==> src/rtl/mba_pkg.sv <==
// Shared types and constants for the iterative radix-4 Booth multiplier.
package mba_pkg;

    localparam int unsigned MBA_WIDTH = 8;

    typedef enum logic [1:0] {
        IDLE,
        CALC,
        DONE
    } state_t;

    typedef enum logic [2:0] {
        BOOTH_Z,
        BOOTH_P1,
        BOOTH_P2,
        BOOTH_M1,
        BOOTH_M2
    } booth_t;

    // Radix-4 recoding of one multiplier triplet {b[2k+1], b[2k], b[2k-1]}.
    function automatic booth_t booth_decode(input logic [2:0] triplet);
        booth_t code;
        case (triplet)
            3'b001, 3'b010: code = BOOTH_P1;
            3'b011:         code = BOOTH_P2;
            3'b100:         code = BOOTH_M2;
            3'b101, 3'b110: code = BOOTH_M1;
            default:        code = BOOTH_Z;
        endcase
        return code;
    endfunction

endpackage

==> src/rtl/mba_booth_enc.sv <==
// Combinational Booth digit encoder: one triplet times the multiplicand,
// returned as a sign-extended WIDTH+2-bit partial product.
module mba_booth_enc
    import mba_pkg::*;
#(
    parameter int unsigned WIDTH = MBA_WIDTH
) (
    input  logic [2:0]       triplet_i,
    input  logic [WIDTH-1:0] mcand_i,
    output logic [WIDTH+1:0] pp_o
);

    // Two guard bits make -2 * (-2^(WIDTH-1)) representable.
    logic [WIDTH+1:0] mcand_x;
    assign mcand_x = {{2{mcand_i[WIDTH-1]}}, mcand_i};

    // Select 0, +/-1 or +/-2 times the multiplicand.
    always_comb begin
        pp_o = '0;
        case (booth_decode(triplet_i))
            BOOTH_P1: pp_o = mcand_x;
            BOOTH_P2: pp_o = mcand_x << 1;
            BOOTH_M1: pp_o = -mcand_x;
            BOOTH_M2: pp_o = -(mcand_x << 1);
            default:  pp_o = '0;
        endcase
    end

endmodule

==> src/rtl/mba_seq_ctrl.sv <==
// Iterative radix-4 Booth multiplier with valid/ready sequencing control.
// Retires one Booth digit per clock; product is held until consumed.
module mba_seq_ctrl
    import mba_pkg::*;
#(
    parameter int unsigned WIDTH = MBA_WIDTH
) (
    input  logic                 clk,
    input  logic                 reset,
    input  logic                 in_valid,
    output logic                 in_ready,
    input  logic [WIDTH-1:0]     a_in,
    input  logic [WIDTH-1:0]     b_in,
    output logic                 out_valid,
    input  logic                 out_ready,
    output logic [2*WIDTH-1:0]   p,
    output logic                 busy,
    output logic [2*WIDTH-1:0]   io_oeb
);

    localparam int unsigned STEPS  = WIDTH / 2;
    localparam int unsigned STEP_W = (STEPS > 1) ? $clog2(STEPS) : 1;
    localparam logic [STEP_W-1:0] LAST_STEP = STEP_W'(STEPS - 1);

    state_t               state_q, state_d;
    logic [WIDTH-1:0]     a_q, a_d;
    logic [WIDTH:0]       b_sh_q, b_sh_d;
    logic [2*WIDTH-1:0]   acc_q, acc_d;
    logic [STEP_W-1:0]    step_q, step_d;
    logic [2*WIDTH-1:0]   p_q, p_d;

    logic [WIDTH+1:0]     pp;
    logic [2*WIDTH-1:0]   pp_ext;
    logic [2*WIDTH-1:0]   pp_shift;
    logic [2*WIDTH-1:0]   acc_sum;

    // The multiplier is stored as {b, 0} and shifted right two bits per
    // step, so the current triplet is always the low three bits.
    mba_booth_enc #(.WIDTH(WIDTH)) u_enc (
        .triplet_i (b_sh_q[2:0]),
        .mcand_i   (a_q),
        .pp_o      (pp)
    );

    assign pp_ext   = {{(WIDTH-2){pp[WIDTH+1]}}, pp};
    assign pp_shift = pp_ext << {step_q, 1'b0};
    assign acc_sum  = acc_q + pp_shift;

    assign p      = p_q;
    assign io_oeb = '0;

    // State register.
    always_ff @(posedge clk) begin
        if (!reset) begin
            state_q <= IDLE;
        end else begin
            state_q <= state_d;
        end
    end

    // Next-state logic.
    always_comb begin
        state_d = state_q;
        case (state_q)
            IDLE: if (in_valid) state_d = CALC;
            CALC: if (step_q == LAST_STEP) state_d = DONE;
            DONE: if (out_ready) state_d = IDLE;
            default: state_d = IDLE;
        endcase
    end

    // Handshake and status outputs decoded from the state.
    always_comb begin
        in_ready  = (state_q == IDLE);
        out_valid = (state_q == DONE);
        busy      = (state_q != IDLE);
    end

    // Datapath next values: capture, accumulate one digit, publish product.
    always_comb begin
        a_d    = a_q;
        b_sh_d = b_sh_q;
        acc_d  = acc_q;
        step_d = step_q;
        p_d    = p_q;
        case (state_q)
            IDLE: begin
                if (in_valid) begin
                    a_d    = a_in;
                    b_sh_d = {b_in, 1'b0};
                    acc_d  = '0;
                    step_d = '0;
                end
            end
            CALC: begin
                acc_d  = acc_sum;
                b_sh_d = b_sh_q >> 2;
                step_d = step_q + STEP_W'(1);
                if (step_q == LAST_STEP) begin
                    p_d = acc_sum;
                end
            end
            default: ;
        endcase
    end

    // Datapath registers.
    always_ff @(posedge clk) begin
        if (!reset) begin
            a_q    <= '0;
            b_sh_q <= '0;
            acc_q  <= '0;
            step_q <= '0;
            p_q    <= '0;
        end else begin
            a_q    <= a_d;
            b_sh_q <= b_sh_d;
            acc_q  <= acc_d;
            step_q <= step_d;
            p_q    <= p_d;
        end
    end

endmodule

==> config.mk <==
export PLATFORM = sky130hd
export DESIGN_NAME = mba_seq_ctrl
export DESIGN_NICKNAME = d
export VERILOG_FILES = /design/src/rtl/mba_pkg.sv /design/src/rtl/mba_booth_enc.sv /design/src/rtl/mba_seq_ctrl.sv
export SDC_FILE = /design/constraint.sdc
export NUM_CORES = 1
export LEC_CHECK = 0
export BUFFER_PORTS_ARGS = -buffer_cell sky130_fd_sc_hd__buf_2
export CAP_MARGIN = 20
export CORE_MARGIN = 2
export CORE_UTILIZATION = 25
export CTS_CLUSTER_SIZE = 20
export DETAILED_ROUTE_END_ITERATION = 7
export PLACE_DENSITY = 0.45
export SETUP_SLACK_MARGIN = 0.15
export SLEW_MARGIN = 20
export SYNTH_ARGS = -nofsm -noshare
export SYNTH_HDL_FRONTEND = slang
export SYNTH_SLANG_ARGS = --single-unit
==> constraint.sdc <==
create_clock -name clk -period 5.4 [get_ports clk]
set_clock_uncertainty 0.2 [all_clocks]
set_input_delay 0.54 -clock clk [delete_from_list [all_inputs] [get_ports clk]]
set_output_delay 0.54 -clock clk [all_outputs]
set_load 0.02 [all_outputs]
# Yosys cells after proc, flatten, opt, wreduce, memory -nomap -nowiden
# Index checks and enable logic that the tools add are counted.
[op_classes]
n_reduce_logical = 9
n_eq_ne = 16
addsub = 4
shift = 1
muxes = 12
[ops]
columns = ["cell", "n"]
rows = [
  ["$pmux 10 s4", 1],
  ["$pmux 16 s2", 1],
  ["$neg 10->10", 2],
  ["$pmux 9 s2", 1],
  ["$add 16x16->16", 1],
  ["$mux 16", 1],
  ["$shl 16x3->16", 1],
  ["$eq 3x2->1 const B", 4],
  ["$eq 3x3->1 const B", 4],
  ["$pmux 3 s4", 1],
  ["$mux 9", 1],
  ["$mux 2", 4],
  ["$eq 3x1->1 const B", 2],
  ["$pmux 2 s3", 1],
  ["$reduce_and 2->1", 3],
  ["$eq 2x2->1 const B", 2],
  ["$ne 2x2->1 const B", 2],
  ["$pmux 2 s2", 1],
  ["$reduce_bool 2->1", 2],
  ["$reduce_or 2->1", 2],
  ["$reduce_and 3->1", 1],
  ["$add 2x1->2 const B", 1],
  ["$eq 2x1->1 const B", 1],
  ["$logic_not 2->1", 1],
  ["$ne 2x1->1 const B", 1],
]
[totals]
elab_cells = 48
output_inout_bits = 35
regBits = 53
in_bits = 20

# Longest topological paths before layout
# Gate-level depths: netlist of the first run.
[logic_depth]
ltp_word = 8
mapped_depth = 17
ltp_nobuf = 17

# Modules after synthesis
# From an unflattened synthesis of the first run, not the netlist that was laid out.
[unflattened]
hier_cells = 496
hier_area_um2 = 3971.3
[by_module_without_submodules]
columns = ["mod", "cells_each", "n_inst", "area_each_um2"]
rows = [
  ["mba_seq_ctrl", 403, 1, 3306.9],
  ["mba_booth_enc", 93, 1, 664.4],
]

# Worst setup path before layout of the first run
# No wires, ideal clock.
[synth_timing]
path_type = "reg2reg"
start = "register a_q[0]"
end = "register p_q[14], in the netlist p[14]"
stages_incl_launch_ff = 18
path_buffers = 0
path_slack_ns = 1.803
arrival_ns = 3.275
setup_time_ns = 0.122
path_cell_list = "dfxtp_1 inv_1 ha_1 nor3b_1 xnor2_1 nand3_1 o21ai_0 a311o_1 o21ai_1 o22ai_1 ha_1 a21oi_1 o211ai_1 o2111ai_1 nor2_1 nor3_1 mux2i_1 a311o_1"
[synth_between]
elab_chain_cells = 4
elab_cells_between_ends = 5
cone_classes = "add/sub (3); shift (1); mux (1)"
[synth_lines]
columns = ["element", "line_no", "text"]
rows = [
  ["from (decl)", "mba_seq_ctrl.sv:26", "logic [WIDTH-1:0] a_q, a_d;"],
  ["from (signal assigned)", "mba_seq_ctrl.sv:110", "a_q <= '0;"],
  ["from (signal assigned)", "mba_seq_ctrl.sv:116", "a_q <= a_d;"],
  ["$neg 10->10 (on tied branches)", "mba_booth_enc.sv:23, mba_booth_enc.sv:24", ""],
  ["$pmux 10 s4 (*)", "mba_booth_enc.sv:20", "case (booth_decode(triplet_i))"],
  ["$shl 16x3->16 (*)", "mba_seq_ctrl.sv:46", "assign pp_shift = pp_ext << {step_q, 1'b0};"],
  ["$add 16x16->16 (*)", "mba_seq_ctrl.sv:47", "assign acc_sum = acc_q + pp_shift;"],
  ["to (signal assigned)", "mba_seq_ctrl.sv:120", "p_q <= p_d;"],
  ["to (decl)", "mba_seq_ctrl.sv:30", "logic [2*WIDTH-1:0] p_q, p_d;"],
]
# Mark *: on every way between the ends. The rest lies on a longest branch, timed or not.
# A chain may end at the register's enable or synchronous reset.

# Final worst setup path of the first run
[layout_timing]
start = "register a_q[0]"
end = "register acc_q[12]"
[layout_between]
elab_chain_cells = 5
elab_cells_between_ends = 6
cone_classes = "add/sub (3); shift (1); mux (2)"
[layout_lines]
columns = ["element", "line_no", "text"]
rows = [
  ["$neg 10->10 (on tied branches)", "mba_booth_enc.sv:23, mba_booth_enc.sv:24", ""],
  ["$pmux 10 s4 (*)", "mba_booth_enc.sv:20", ""],
  ["$shl 16x3->16 (*)", "mba_seq_ctrl.sv:46", ""],
  ["$add 16x16->16 (*)", "mba_seq_ctrl.sv:47", ""],
  ["$pmux 16 s2 (*)", "mba_seq_ctrl.sv:86", "case (state_q)"],
  ["to (signal assigned)", "mba_seq_ctrl.sv:112", "acc_q <= '0;"],
  ["to (signal assigned)", "mba_seq_ctrl.sv:118", "acc_q <= acc_d;"],
  ["to (decl)", "mba_seq_ctrl.sv:28", "logic [2*WIDTH-1:0] acc_q, acc_d;"],
]
# Marked as above.

==> results.yml, run 1 <==
run_status:
  status: "finished clean"
clock_network:
  cts_made_buffers: 5
  cts_tree: "built"
  cts_num_sinks: 53
  cts_buffer_depth: 2
  ctsResizeCount: 0
  root_buffer: "clkbuf_16"
  insertion_delay_ns: 0.29
  clkTransAtPathRegs_ns: 0.07
  htree_levels: 2
  postCtsSetupBuffers: 0
  ctsHoldBuffers: 0
critical_path:
  cpMaxStageDelayCell: "o2111ai_1"
  end_kind: "flop"
  crit_arrival_ns: 4.36
  cp_num_buf_inv: 1
  critPathMaxFanout: 7
  crit_family: "compound AO/OA/AOI/OAI gates"
  r2r_cells: 17
  critPathRequiredTime_ns: 5.39
  r2r_start: "a_q[0]$_SDFFE_PN0P_"
  worstSetupStartpointType: "flop"
  worstReg2RegEnd: "acc_q[12]$_SDFFE_PN0P_"
  critical_path_class: "flop to flop"
  r2r_slack_ns: 1.03
  crit_path_max_incr_delay_ns: 0.46
  crit_chain: "inv_1 > ha_1 > nor3b_1 > xnor2_1 > nand3_1 > o21ai_0 > a311o_1 > o21ai_1 > o22ai_1 > ha_1 > a21oi_1 > o211ai_1 > o2111ai_1 > a31oi_1 > xnor2_1 > o21ai_0 > and2_1"
layout:
  finish.utilization_pct: 28.09
  final_common_cell: "nand2_1"
  design_area_mm2: 0.004223
  n_antenna_cell: 0
  drive_above_1_share_pct: 11.05
  nets: 554
  nFillCells: 1577
  final_cell_mix: "nand2_1, dfxtp_1, buf_2, nor2_1, o21ai_0"
  synthToLayoutAreaGrowth_pct: 10.73
floorplan:
  initial_utilization_pct: 25.37
  dieArea_mm2: 0.01626
  core_area_mm2: 0.01503
  fp.dieH_um: 127.5
  rows: 45
  ios: 55
  die_w_um: 127.5
hold_path:
  hold_path_depth: 2
  whs_endpoint: "p[4]$_SDFFE_PN0P_"
  hp-class: "flop to flop"
  min-delay-start: "p[4]$_SDFFE_PN0P_"
global_routing:
  grt_first_pass_wirelength_mm: 16.76
  grt.overflow.total: 0
  antenna_found_initial: 0
  first_global_vias: 3323
  grt_max_degree: 60
  grtUsageTotal_pct: 12.63
yosys:
  synth_area_mm2: 0.003814
  ys_warn_count: 0
  synth_top_area_cell: "dfxtp_1"
  syn_inst: 502
  syn-mean-instance-area_um2: 7.597
  synth_area_leaders: "dfxtp_1, nand2_1, ha_1, a21boi_0, o21ai_0"
  ys_async_sr_fraction_pct: 0
  synth_cell_types: 65
  ys_seq_area_share_pct: 27.82
  yosys_register_bits: 53
  yosysTopAreaCellShare_pct: 27.82
  synth_edf_count: 0
  ys.flop_type: "dfxtp_1"
power:
  p_leak_nw: 1.809
  sw_frac_of_total_pct: 32.73
  power_density_mw_per_mm2: 257.0
  p_switching_mw: 0.3552
  pwr-share-seq_pct: 39.9
  p_int_mw: 0.7299
  vdd_drop_max_mv: 0.1579
  combPwrFrac_pct: 26.7
  power.share.clock_pct: 33.4
timing:
  max_freq_ghz: 0.2287
  worstMarginPinSlew_ns: 0.9642
  hold_viol: 0
  fin_crit_sh_pct: 80.97
  rsz0062_at_grt: "no"
  postLayoutSetupSlackWorst_ns: 1.027
  max_slew_margin_pct: 35.72
  tns_ns: 0
  maxSlewViolCount: 0
  min_period_ns: 4.373
  hold_ws_ns: 0.2668
  setup_viol: 0
flow_run:
  drv_cap: 0
drt:
  avgRoutedWirePerCell_um: 14.48
  viasPerCell: 5.036
  dr.pass1.iters: 5
  met3_length_um: 360
  routed_wl_mm: 10.19
  drc_errors: 0
  wl_met2_mm: 4.751
  m1WireLength_mm: 4.924
  drt_iter0_drc: 249
  top_layer_used: "met4"
  ant_nets: 0
  via_count: 3545
placed_design:
  dp_hpwl_mm: 7.378
  place_ws_ns: 1.073
  place_congestion: 0.9071
  port_buffers: 38
  dpl_cell_area_mm2: 0.004063
==> metrics by stage <==
stage | total power, mW | instances
CTS | 1.096 | 704
floorplan | 0.6664 | 517
finish | 1.085 | 704
global placement | 0.7307 | 697
global route | 1.149 | 704
detailed placement | 0.7294 | 697
==> per-layer routing <==
metal	vias to the layer above	track usage, %
met4	0	3.943
met5	-	0
met3	13	1.591
met2	89	21.42
met1	1647	16.70
li1	1796	-
==> registers in the layout (all words and copies together) (netlist names) <==
| signal | cells |
|---|---|
| step_q | 2 |
| p | 16 |
| state_q | 2 |
| acc_q | 16 |
| a_q | 8 |
| b_sh_q | 9 |
==> worst reg2reg max path, cell delays in order (launching register included) <==
cell and delay (ns):
dfxtp_1 0.45, inv_1 0.08, ha_1 0.31, nor3b_1 0.19, xnor2_1 0.19, nand3_1 0.11, o21ai_0 0.09, a311o_1 0.37
o21ai_1 0.20, o22ai_1 0.14, ha_1 0.38, a21oi_1 0.16, o211ai_1 0.17, o2111ai_1 0.46, a31oi_1 0.19, xnor2_1 0.31
o21ai_0 0.11, and2_1 0.16
==> cell families after synthesis <==
| kind of cell | synth area share (%) |
|---|---|
| simple gates | 24.67 |
| compound gates | 26.97 |
| buf+inv | 7.972 |
| flops | 27.82 |
| xor+xnor | 5.052 |
| fa+ha+maj | 6.102 |
| mux | 1.312 |
| other cells | 0.09833 |
==> final cells by class <==
type / count / area [um^2] / area share, %
clock buffers: 5 / 125.1 / 2.963
clock inverters: 2 / 35.03 / 0.8296
multi-input cells: 403 / 2505 / 59.32
flip-flops and latches: 53 / 1061 / 25.13
repair buffers: 42 / 220.2 / 5.215
well taps: 188 / 235.2 / 5.570
inverters: 11 / 41.29 / 0.9778
==> power by group through the flow <==
stage / combinational (mW) / clock (mW) / sequential [mW]
final: 0.290 / 0.363 / 0.433
after global routing: 0.323 / 0.390 / 0.436
after detailed placement: 0.288 / 0 / 0.441
after CTS: 0.290 / 0.373 / 0.432
after floorplan: 0.240 / 0 / 0.426
after global placement: 0.290 / 0 / 0.441
==> how the worst max path moves through the flow <==
stage	slack [ns]	cells after the start	from	end
after floorplan	1.80	17	a_q[0]$_SDFFE_PN0P_	p[14]$_SDFFE_PN0P_
after global routing	0.72	17	a_q[0]$_SDFFE_PN0P_	p[12]$_SDFFE_PN0P_
after global placement	1.08	17	a_q[0]$_SDFFE_PN0P_	acc_q[12]$_SDFFE_PN0P_
after detailed placement	1.07	17	a_q[0]$_SDFFE_PN0P_	acc_q[12]$_SDFFE_PN0P_
final	1.03	17	a_q[0]$_SDFFE_PN0P_	acc_q[12]$_SDFFE_PN0P_
after CTS	1.07	17	a_q[0]$_SDFFE_PN0P_	acc_q[12]$_SDFFE_PN0P_
==> synth_stat cells (2+ instances only) <==
cell	number
or3_1	3
xnor2_1	12
a21o_1	5
nand3b_1	2
o22ai_1	4
inv_1	11
o211ai_1	6
dfxtp_1	53
o21ai_1	3
buf_2	5
nor4_1	3
nor2_1	31
a22oi_1	6
a21oi_1	22
nor3b_1	2
mux2i_1	5
nand4_1	8
nor3_1	8
clkbuf_1	27
nor2b_1	3
a311o_1	2
nand2b_1	5
nand3_1	27
a31oi_1	7
and3_1	6
buf_4	16
a22o_1	2
and2_1	10
a311oi_1	2
a211oi_1	2
a21boi_0	26
o21a_1	3
ha_1	17
o21ai_0	29
a211o_1	3
o211a_1	10
xor2_1	10
or2_2	2
nand2_1	78
Power figures use the tool's default switching activity.
==> inputs of run 2 (changes only) <==
--- a/config.mk
+++ b/config.mk
@@ -11,7 +11,7 @@
 export CORE_UTILIZATION = 25
 export CTS_CLUSTER_SIZE = 20
 export DETAILED_ROUTE_END_ITERATION = 7
-export PLACE_DENSITY = 0.45
+export PLACE_DENSITY = 0.47
 export SETUP_SLACK_MARGIN = 0.15
 export SLEW_MARGIN = 20
 export SYNTH_ARGS = -nofsm -noshare
==> constraint.sdc (replaced) <==
create_clock -name clk -period 3.6 [get_ports clk]
set_clock_uncertainty 0.2 [all_clocks]
set_input_delay 0.36 -clock clk [delete_from_list [all_inputs] [get_ports clk]]
set_output_delay 0.36 -clock clk [all_outputs]
set_load 0.02 [all_outputs]
==> results.yml, run 2 (same netlist as run 1, synthesis figures left out) <==
run_status:
  status: "finished, violations left"
  violations: "setup timing"
clock_network:
  cts_tree: "built"
  htree_levels: 2
  cts_made_buffers: 5
  clkTransAtPathRegs_ns: 0.07
  cts_buffer_depth: 2
  insertion_delay_ns: 0.31
  cts_num_sinks: 53
  root_buffer: "clkbuf_16"
  ctsHoldBuffers: 0
timing:
  min_period_ns: 3.645
  hold_viol: 0
  hold_ws_ns: 0.09528
  maxSlewViolCount: 0
  tns_ns: -0.09759
  worstMarginPinSlew_ns: 0.7319
  fin_crit_sh_pct: 101.2
  rsz0062_at_grt: "yes"
  postLayoutSetupSlackWorst_ns: -0.04471
  max_slew_margin_pct: 51.21
  max_freq_ghz: 0.2744
  setup_viol: 4
critical_path:
  crit_path_max_incr_delay_ns: 0.56
  cpMaxStageDelayCell: "or4_4"
  crit_arrival_ns: 3.64
  critical_path_class: "flop to flop"
  critPathMaxFanout: 4
  worstSetupStartpointType: "flop"
  critPathRequiredTime_ns: 3.60
  end_kind: "flop"
  crit_chain: "or4_4 > buf_4 > o22ai_2 > nand3_2 > nor2_2 > buf_4 > buf_4 > a311oi_2 > buf_4 > ha_1 > a21o_1 > a21o_1 > a21oi_2 > a31oi_2 > xnor2_1 > nand2_1 > o211a_1"
  path_common_cell: "buf_4"
global_routing:
  grt_first_pass_wirelength_mm: 18.35
  grtUsageTotal_pct: 13.74
  first_global_vias: 3726
  grt.overflow.total: 0
  antenna_found_initial: 0
  grt_max_degree: 59
drt:
  avgRoutedWirePerCell_um: 14.14
  drc_errors: 0
  routed_wl_mm: 11.20
  ant_nets: 0
  viasPerCell: 4.869
  drt_iter0_drc: 234
  dr.pass1.iters: 4
  via_count: 3856
layout:
  final_cell_mix: "buf_4, nand2_1, dfxtp_1, buf_2, nor2_1"
  nets: 641
  final_cells: 792
  final_common_cell: "buf_4"
  synthToLayoutAreaGrowth_pct: 38.55
  drive_above_1_share_pct: 34.27
  nFillCells: 1561
  n_antenna_cell: 0
  finish.utilization_pct: 35.15
  design_area_mm2: 0.005284
hold_path:
  hp-class: "input port to flop"
placed_design:
  dpl_cell_area_mm2: 0.004634
  dp_hpwl_mm: 8.157
  place_congestion: 0.9317
  dp_cells: 770
  place_ws_ns: -0.1259
  port_buffers: 38
floorplan:
  core_area_mm2: 0.01503
  ios: 55
  rows: 45
  die_w_um: 127.5
  dieArea_mm2: 0.01626
  initial_utilization_pct: 25.37
  fp.dieH_um: 127.5
power:
  p_total_mw: 1.844
  power_density_mw_per_mm2: 348.9
  vdd_drop_max_mv: 0.2108
  p_leak_nw: 2.314
flow_run:
  drv_cap: 0
==> run 2: cell count changes in the layout (fill, tap and decap cells not counted), moves of 7 or more <==
cell and delta:
a21oi_2 +8, o21ai_0 -12, buf_4 +79, o21ai_1 +7, buf_6 +8, a21oi_1 -8
==> run 2: final timing paths <==
| kind | start | end | slack [ns] | depth (start not counted) |
|---|---|---|---|---|
| max | a_q[2]$_SDFFE_PN0P_ | p[15]$_SDFFE_PN0P_ | -0.04 | 17 |
| min | a_in[0] | a_q[0]$_SDFFE_PN0P_ | 0.1 | 3 |
| max reg2reg | a_q[2]$_SDFFE_PN0P_ | p[15]$_SDFFE_PN0P_ | -0.04 | 17 |
| min reg2reg | p[7]$_SDFFE_PN0P_ | p[7]$_SDFFE_PN0P_ | 0.26 | 2 |
==> run 2: area by class of cell <==
type                    count  area (um^2)  share of cell area [%]
inverters                  11        45.04                  0.8525
clock buffers               5        125.1                   2.368
clock inverters             3        28.78                  0.5446
repair buffers            129        903.4                   17.10
flip-flops and latches     53         1074                   20.32
well taps                 188        235.2                   4.452
multi-input cells         403         2873                   54.37
==> run 2: critical path, delay by kind of cell, from the launching register on <==
| kind | cells | cell delay, ns |
|---|---|---|
| AOI/OAI and AO/OA | 7 | 1.04 |
| xor gates and xnor gates | 1 | 0.17 |
| adders and majority gates | 1 | 0.31 |
| buffers and inverters | 4 | 0.55 |
| DFF | 1 | 0.36 |
| and+or+nand+nor | 4 | 0.91 |
==> run 2: where the power goes <==
group / switching [mW] / internal (mW)
logic: 0.366 / 0.329
registers: 0.0249 / 0.612
clock network: 0.244 / 0.267
==> run 2: what timing repair did <==
action | in CTS | in global routing
setup buffers | 7 | 7
pin swaps | 12 | 36
resized for setup | 41 | 57
endpoints found under the setup margin | 19 | 22
==> run 2: metal layers <==
layer | vias up | share of wire [%] | GRT usage [%]
met4 | 0 | 2.0 | 4.331
met3 | 12 | 3.0 | 2.052
met5 | - | 0 | 0
li1 | 1966 | - | -
met2 | 59 | 47 | 22.65
met1 | 1819 | 48 | 18.51
